## src/rtl/control_unit.sv

```systemverilog
// Multi-cycle control FSM: fetch, decode, ALU/LDI/branch/NOP/HALT sequencing with registered Moore strobes.
// Optional branch support is compiled in when the macro CU_BRANCH_EN is defined.
module control_unit (
    input  logic       clk,
    input  logic       rst,
    input  logic       run,
    input  logic [4:0] opcode,
    input  logic       C,
    input  logic       N,
    input  logic       Z,
    input  logic       P,
    output logic       mdr_alu_n,
    output logic       mdr_en,
    output logic       mar_en,
    output logic       ir_en,
    output logic       ir_clr,
    output logic       bank_wr_en,
    output logic       enaf,
    output logic       wr_rd_n,
    output logic [2:0] BusB_addr,
    output logic [2:0] BusC_addr,
    output logic [2:0] selop,
    output logic [1:0] shamt,
    output logic       halted,
    output logic       instr_done
);

    localparam logic [2:0] REG_ACC   = 3'd0;
    localparam logic [2:0] REG_OPND  = 3'd1;
    localparam logic [2:0] REG_PC    = 3'd7;
    localparam logic [2:0] SEL_PASSB = 3'b110;
    localparam logic [2:0] SEL_INCB  = 3'b111;
    localparam logic [1:0] SH_ONE    = 2'b01;

    typedef enum logic [4:0] {
        S_IDLE, S_F0, S_F1, S_F2, S_F3, S_F4, S_DECODE,
        S_E0, S_E1, S_O0, S_O1, S_O2, S_O3,
        S_LDW, S_BRW, S_NOPD, S_HALT
    } state_t;

    typedef struct packed {
        logic       mdr_alu_n;
        logic       mdr_en;
        logic       mar_en;
        logic       ir_en;
        logic       ir_clr;
        logic       bank_wr_en;
        logic       enaf;
        logic       wr_rd_n;
        logic       instr_done;
        logic       halted;
        logic [2:0] busb;
        logic [2:0] busc;
        logic [2:0] selop;
        logic [1:0] shamt;
    } out_t;

    state_t state_q, state_d;
    out_t   out_q, out_d;
    logic   taken_d;

`ifdef CU_BRANCH_EN
    logic taken_q;
    logic is_br_q, is_br_d;
    logic cond_met;

    always_comb begin
        case (opcode[2:0])
            3'd0:    cond_met = 1'b1;
            3'd1:    cond_met = Z;
            3'd2:    cond_met = N;
            3'd3:    cond_met = C;
            3'd4:    cond_met = P;
            default: cond_met = 1'b0;
        endcase
    end
`else
    logic unused_flags;
    assign unused_flags = ^{C, N, Z, P};
    assign taken_d      = 1'b0;
`endif

    always_comb begin
        state_d = state_q;
`ifdef CU_BRANCH_EN
        taken_d = taken_q;
        is_br_d = is_br_q;
`endif
        case (state_q)
            S_IDLE:   if (run) state_d = S_F0;
            S_F0:     state_d = S_F1;
            S_F1:     state_d = S_F2;
            S_F2:     state_d = S_F3;
            S_F3:     state_d = S_F4;
            S_F4:     state_d = S_DECODE;
            S_DECODE: begin
                if (opcode[4:3] == 2'b00) begin
                    state_d = S_E0;
                end else if (opcode == 5'b01000) begin
                    state_d = S_O0;
`ifdef CU_BRANCH_EN
                    is_br_d = 1'b0;
                end else if (opcode[4:3] == 2'b10) begin
                    // Flags are captured here and held until the write-back state.
                    state_d = S_O0;
                    is_br_d = 1'b1;
                    taken_d = cond_met;
`endif
                end else if (opcode == 5'b11111) begin
                    state_d = S_HALT;
                end else begin
                    state_d = S_NOPD;
                end
            end
            S_E0:     state_d = S_E1;
            S_O0:     state_d = S_O1;
            S_O1:     state_d = S_O2;
            S_O2:     state_d = S_O3;
`ifdef CU_BRANCH_EN
            S_O3:     state_d = is_br_q ? S_BRW : S_LDW;
`else
            S_O3:     state_d = S_LDW;
`endif
            S_E1, S_LDW, S_BRW, S_NOPD: state_d = S_F0;
            S_HALT:   state_d = S_HALT;
            default:  state_d = S_IDLE;
        endcase
    end

    // Outputs are decoded from the next state so the registered copy lines up with state_q.
    always_comb begin
        out_d = '0;
        case (state_d)
            S_IDLE:   out_d.ir_clr = 1'b1;
            S_F0, S_O0: begin
                out_d.busb   = REG_PC;
                out_d.selop  = SEL_PASSB;
                out_d.mdr_en = 1'b1;
            end
            S_F1, S_O1: begin
                out_d.mar_en = 1'b1;
                out_d.busb   = REG_PC;
                out_d.selop  = SEL_INCB;
                out_d.mdr_en = 1'b1;
            end
            S_F2, S_O2: begin
                out_d.bank_wr_en = 1'b1;
                out_d.busc       = REG_PC;
            end
            S_F3, S_O3: begin
                out_d.mdr_alu_n = 1'b1;
                out_d.mdr_en    = 1'b1;
            end
            S_F4:     out_d.ir_en = 1'b1;
            S_E0: begin
                out_d.selop  = opcode[2:0];
                out_d.busb   = REG_OPND;
                out_d.shamt  = SH_ONE;
                out_d.enaf   = 1'b1;
                out_d.mdr_en = 1'b1;
            end
            S_E1, S_LDW: begin
                out_d.bank_wr_en = 1'b1;
                out_d.busc       = REG_ACC;
                out_d.instr_done = 1'b1;
            end
            S_BRW: begin
                out_d.bank_wr_en = taken_d;
                out_d.busc       = taken_d ? REG_PC : REG_ACC;
                out_d.instr_done = 1'b1;
            end
            S_NOPD:   out_d.instr_done = 1'b1;
            S_HALT:   out_d.halted = 1'b1;
            default:  out_d = '0;
        endcase
    end

    always_ff @(posedge clk or negedge rst) begin
        if (!rst) begin
            state_q       <= S_IDLE;
            out_q         <= '0;
            out_q.ir_clr  <= 1'b1;
`ifdef CU_BRANCH_EN
            taken_q       <= 1'b0;
            is_br_q       <= 1'b0;
`endif
        end else begin
            state_q <= state_d;
            out_q   <= out_d;
`ifdef CU_BRANCH_EN
            taken_q <= taken_d;
            is_br_q <= is_br_d;
`endif
        end
    end

    assign mdr_alu_n  = out_q.mdr_alu_n;
    assign mdr_en     = out_q.mdr_en;
    assign mar_en     = out_q.mar_en;
    assign ir_en      = out_q.ir_en;
    assign ir_clr     = out_q.ir_clr;
    assign bank_wr_en = out_q.bank_wr_en;
    assign enaf       = out_q.enaf;
    assign wr_rd_n    = out_q.wr_rd_n;
    assign instr_done = out_q.instr_done;
    assign halted     = out_q.halted;
    assign BusB_addr  = out_q.busb;
    assign BusC_addr  = out_q.busc;
    assign selop      = out_q.selop;
    assign shamt      = out_q.shamt;

endmodule
```

## config.mk

```make
export PLATFORM = sky130hd
export DESIGN_NAME = control_unit
export DESIGN_NICKNAME = d
export VERILOG_FILES = /design/src/rtl/control_unit.sv
export SDC_FILE = /design/constraint.sdc
export NUM_CORES = 1
export LEC_CHECK = 0
export ABC_AREA = 1
export CAP_MARGIN = 20
export CORE_MARGIN = 3
export CORE_UTILIZATION = 45
export CTS_BUF_LIST = sky130_fd_sc_hd__clkbuf_4 sky130_fd_sc_hd__clkbuf_8
export DETAILED_ROUTE_END_ITERATION = 8
export DONT_BUFFER_PORTS = 1
export PLACE_DENSITY_LB_ADDON = 0.1
export SLEW_MARGIN = 20
export SYNTH_ARGS = -nofsm -noshare
export SYNTH_HDL_FRONTEND = slang
export SYNTH_SLANG_ARGS = --single-unit
```

## constraint.sdc

```tcl
create_clock -name clk -period 1.2 [get_ports clk]
set_input_delay 0.18 -clock clk [delete_from_list [all_inputs] [get_ports clk]]
set_output_delay 0.18 -clock clk [all_outputs]
set_load 0.01 [all_outputs]
```

==> impl_results.md <==
- Status: finished, violations left
- Violated checks: setup timing
- Post-DRT Antenna Nets: 0
- R2R Path Start: state_q[3]
- Fin. max-slew vios: 0
- Horiz. Die Dim: 55.3 µm
- Worst endpoint data arrival time: 1.66 ns
- Core Area: 2250 µm²
- Worst setup margin: -0.233 ns
- Via Count: 948
- Worst Path Max Fanout: 7
- Period utilization: 119%
- Layout area overhead: 36.9%
- Number of I/O port buffers: 0
- Largest net degree at the start of global routing: 21
- Max-cap violations: 0
- Worst Hold Class: in -> reg
- Vias in the first global route: 944
- First-pass GRT wire length: 4.33 mm
- Slew HR: 41.3%
- Endpoint, Worst Hold: selop[1]
- Via density per instance: 4.89
- Setup tns final: -2.16 ns
- Mapped Area: 1090 µm²
- Syn Inst Count: 140
- # setup viols final: 17
- Crit path kind: reg -> reg
- Clk sinks: 20
- Worst Max-Slew Pin Slew: 0.881 ns
- IO Count: 33
- FF-to-FF End: ir_clr
- Area of the die: 3050 µm²
- Starting DRT DRC Count: 17
- Fmax: 0.698 GHz
- DP Worst Slack: -0.213 ns
- Reg-to-reg setup timing slack: -0.23 ns
- Number of flip-flops in the largest register: 5
- Netlist cell types: 24
- CTS tree: done
- Nets: 179
- Drt pass-1 iters: 4
- PwrDens: 2560 nW/µm²
- Synthesized flop and latch total: 20
- FP Rows: 17
- Grt ovf: 0
- Share of layout cells above drive strength 1: 50.6%
- Worst skew pair latency: 0.30 ns
- CP endpoint kind: register
- Global placement routability congestion: 0.937
- Non-filler cells, final: 194
- Static leakage: 0.809 nW
- GRT Total Usage: 18.1%
- H-Tree Depth: 1
- Total CTS buffers: 3
- Initial antenna violation count: 0
- Max rail drop VDD: 1580 µV
- Clock Path Buffers: 2
- Diodes inserted: 0
- Biggest register: state_q
- Cells after DPL: 181
- Die Height: 55.3 µm
- Syn. warnings: 0
- Hold Path Cell Cnt: 2
- RSZ-0062 raised after global routing: true
- Reg2reg path depth: 9
- Post-DP HPWL: 1.88 mm
- Avg Inst Size Synth: 7.80 µm²
- Register area share after synthesis: 45.9%
- Crit start category: register
- DRC viols: 0
- Pwr Total: 3.83 mW
- Max Clock Skew: 0.0146 ns
- Worst hold margin: 0.0120 ns
- Most frequent cells in the layout: nand2_1 (22), buf_4 (20), dfrtp_1 (15), inv_1 (12), nor2_1 (12)
- Final Hold Viols: 0
- WL final: 2.58 mm
- Clk slew on worst S/H paths: 0.11 ns
- Drt wl/cell: 13.3 µm
- Commonest non-fill, non-tap cell in the layout: nand2_1
- CTS Root Cell: clkbuf_4
- Starting Density: 48.4%
- Worst EP required: 1.43 ns
- Hold wc startpoint: opcode[1]
- Post-layout min period: 1.43 ns
worst max path at each step:
stage | startpoint | endpoint
6_report | state_q[3] | ir_clr
5_1_grt | state_q[3] | ir_clr
4_1_cts | state_q[3] | ir_clr
3_5_place_dp | state_q[3] | ir_clr
3_3_place_gp | state_q[3] | selop[1]
2_1_floorplan | state_q[3] | mdr_en
power breakdown:
group          internal [mW]  total (mW)  leakage, nW  switching [mW]
combinational          0.981        2.19        0.537            1.21
sequential             0.946        1.29        0.254           0.347
clock                  0.152       0.344       0.0184           0.192
total                   2.08        3.83        0.809            1.75
worst max-delay path, stage by stage (launching register included):
cell	delay, ns
dfrtp_2	0.50
inv_4	0.11
nand3_4	0.08
nor2_4	0.18
nand2_2	0.09
buf_4	0.14
nand3_1	0.06
nor2_1	0.05
nand3_1	0.10
nor2_4	0.05
per-layer routing:
| metal | share of wire, % | vias to the layer above | global-route usage [%] |
|---|---|---|---|
| li1 | - | 474 | - |
| met1 | 44 | 444 | 22.2 |
| met2 | 50 | 26 | 31.3 |
| met3 | 4.7 | 4 | 4.91 |
| met4 | 1.4 | 0 | 4.51 |
| met5 | 0 | - | 0 |
what timing repair did:
action                                  in CTS  in global routing
resized for setup                           19                 30
hold endpoints to repair                    21                  0
endpoints found under the setup margin      18                 24
pin swaps                                    7                 13
hold buffers                                 2                  0
setup buffers                                6                  1
kinds of logic after synthesis:
| family | share of synthesized area, % |
|---|---|
| DFF | 45.9 |
| AOI/OAI and AO/OA | 2.75 |
| and+or+nand+nor | 39.5 |
| buffers and inverters | 11.5 |
| other | 0.343 |
through the flow:
step	instance area, µm²	util [%]
final	1500	66.3
after global placement	1230	54.5
after detailed placement	1230	54.5
after floorplan	1100	-
after CTS	1390	61.7
after global routing	1500	66.3
cells in the mapped netlist:
cell type	n	area share, %
a21oi_1	1	0.46
buf_2	1	0.46
buf_4	6	4.1
conb_1	1	0.34
dfrtp_1	19	44
dfstp_2	1	2.4
inv_1	15	5.2
inv_2	5	1.7
nand2_1	29	10
nand2_2	4	2.3
nand2b_1	1	0.57
nand3_1	17	7.8
nand3_2	2	1.8
nand3_4	1	1.6
nand3b_1	1	0.69
nand4_1	1	0.57
nor2_1	21	7.2
nor2_2	6	3.4
nor2_4	3	3.1
nor3_1	1	0.46
o211ai_1	1	0.69
o21a_1	1	0.69
o21ai_0	1	0.46
o21ai_1	1	0.46
layout make-up:
type	count	area, µm²
clock buffer	4	30.0
fill	189	759
inverter	20	80.1
multi-input combinational	94	603
sequential	20	507
tap	28	35.0
timing repair buffer	28	240
Note: power is estimated with default switching activity, not from simulation.
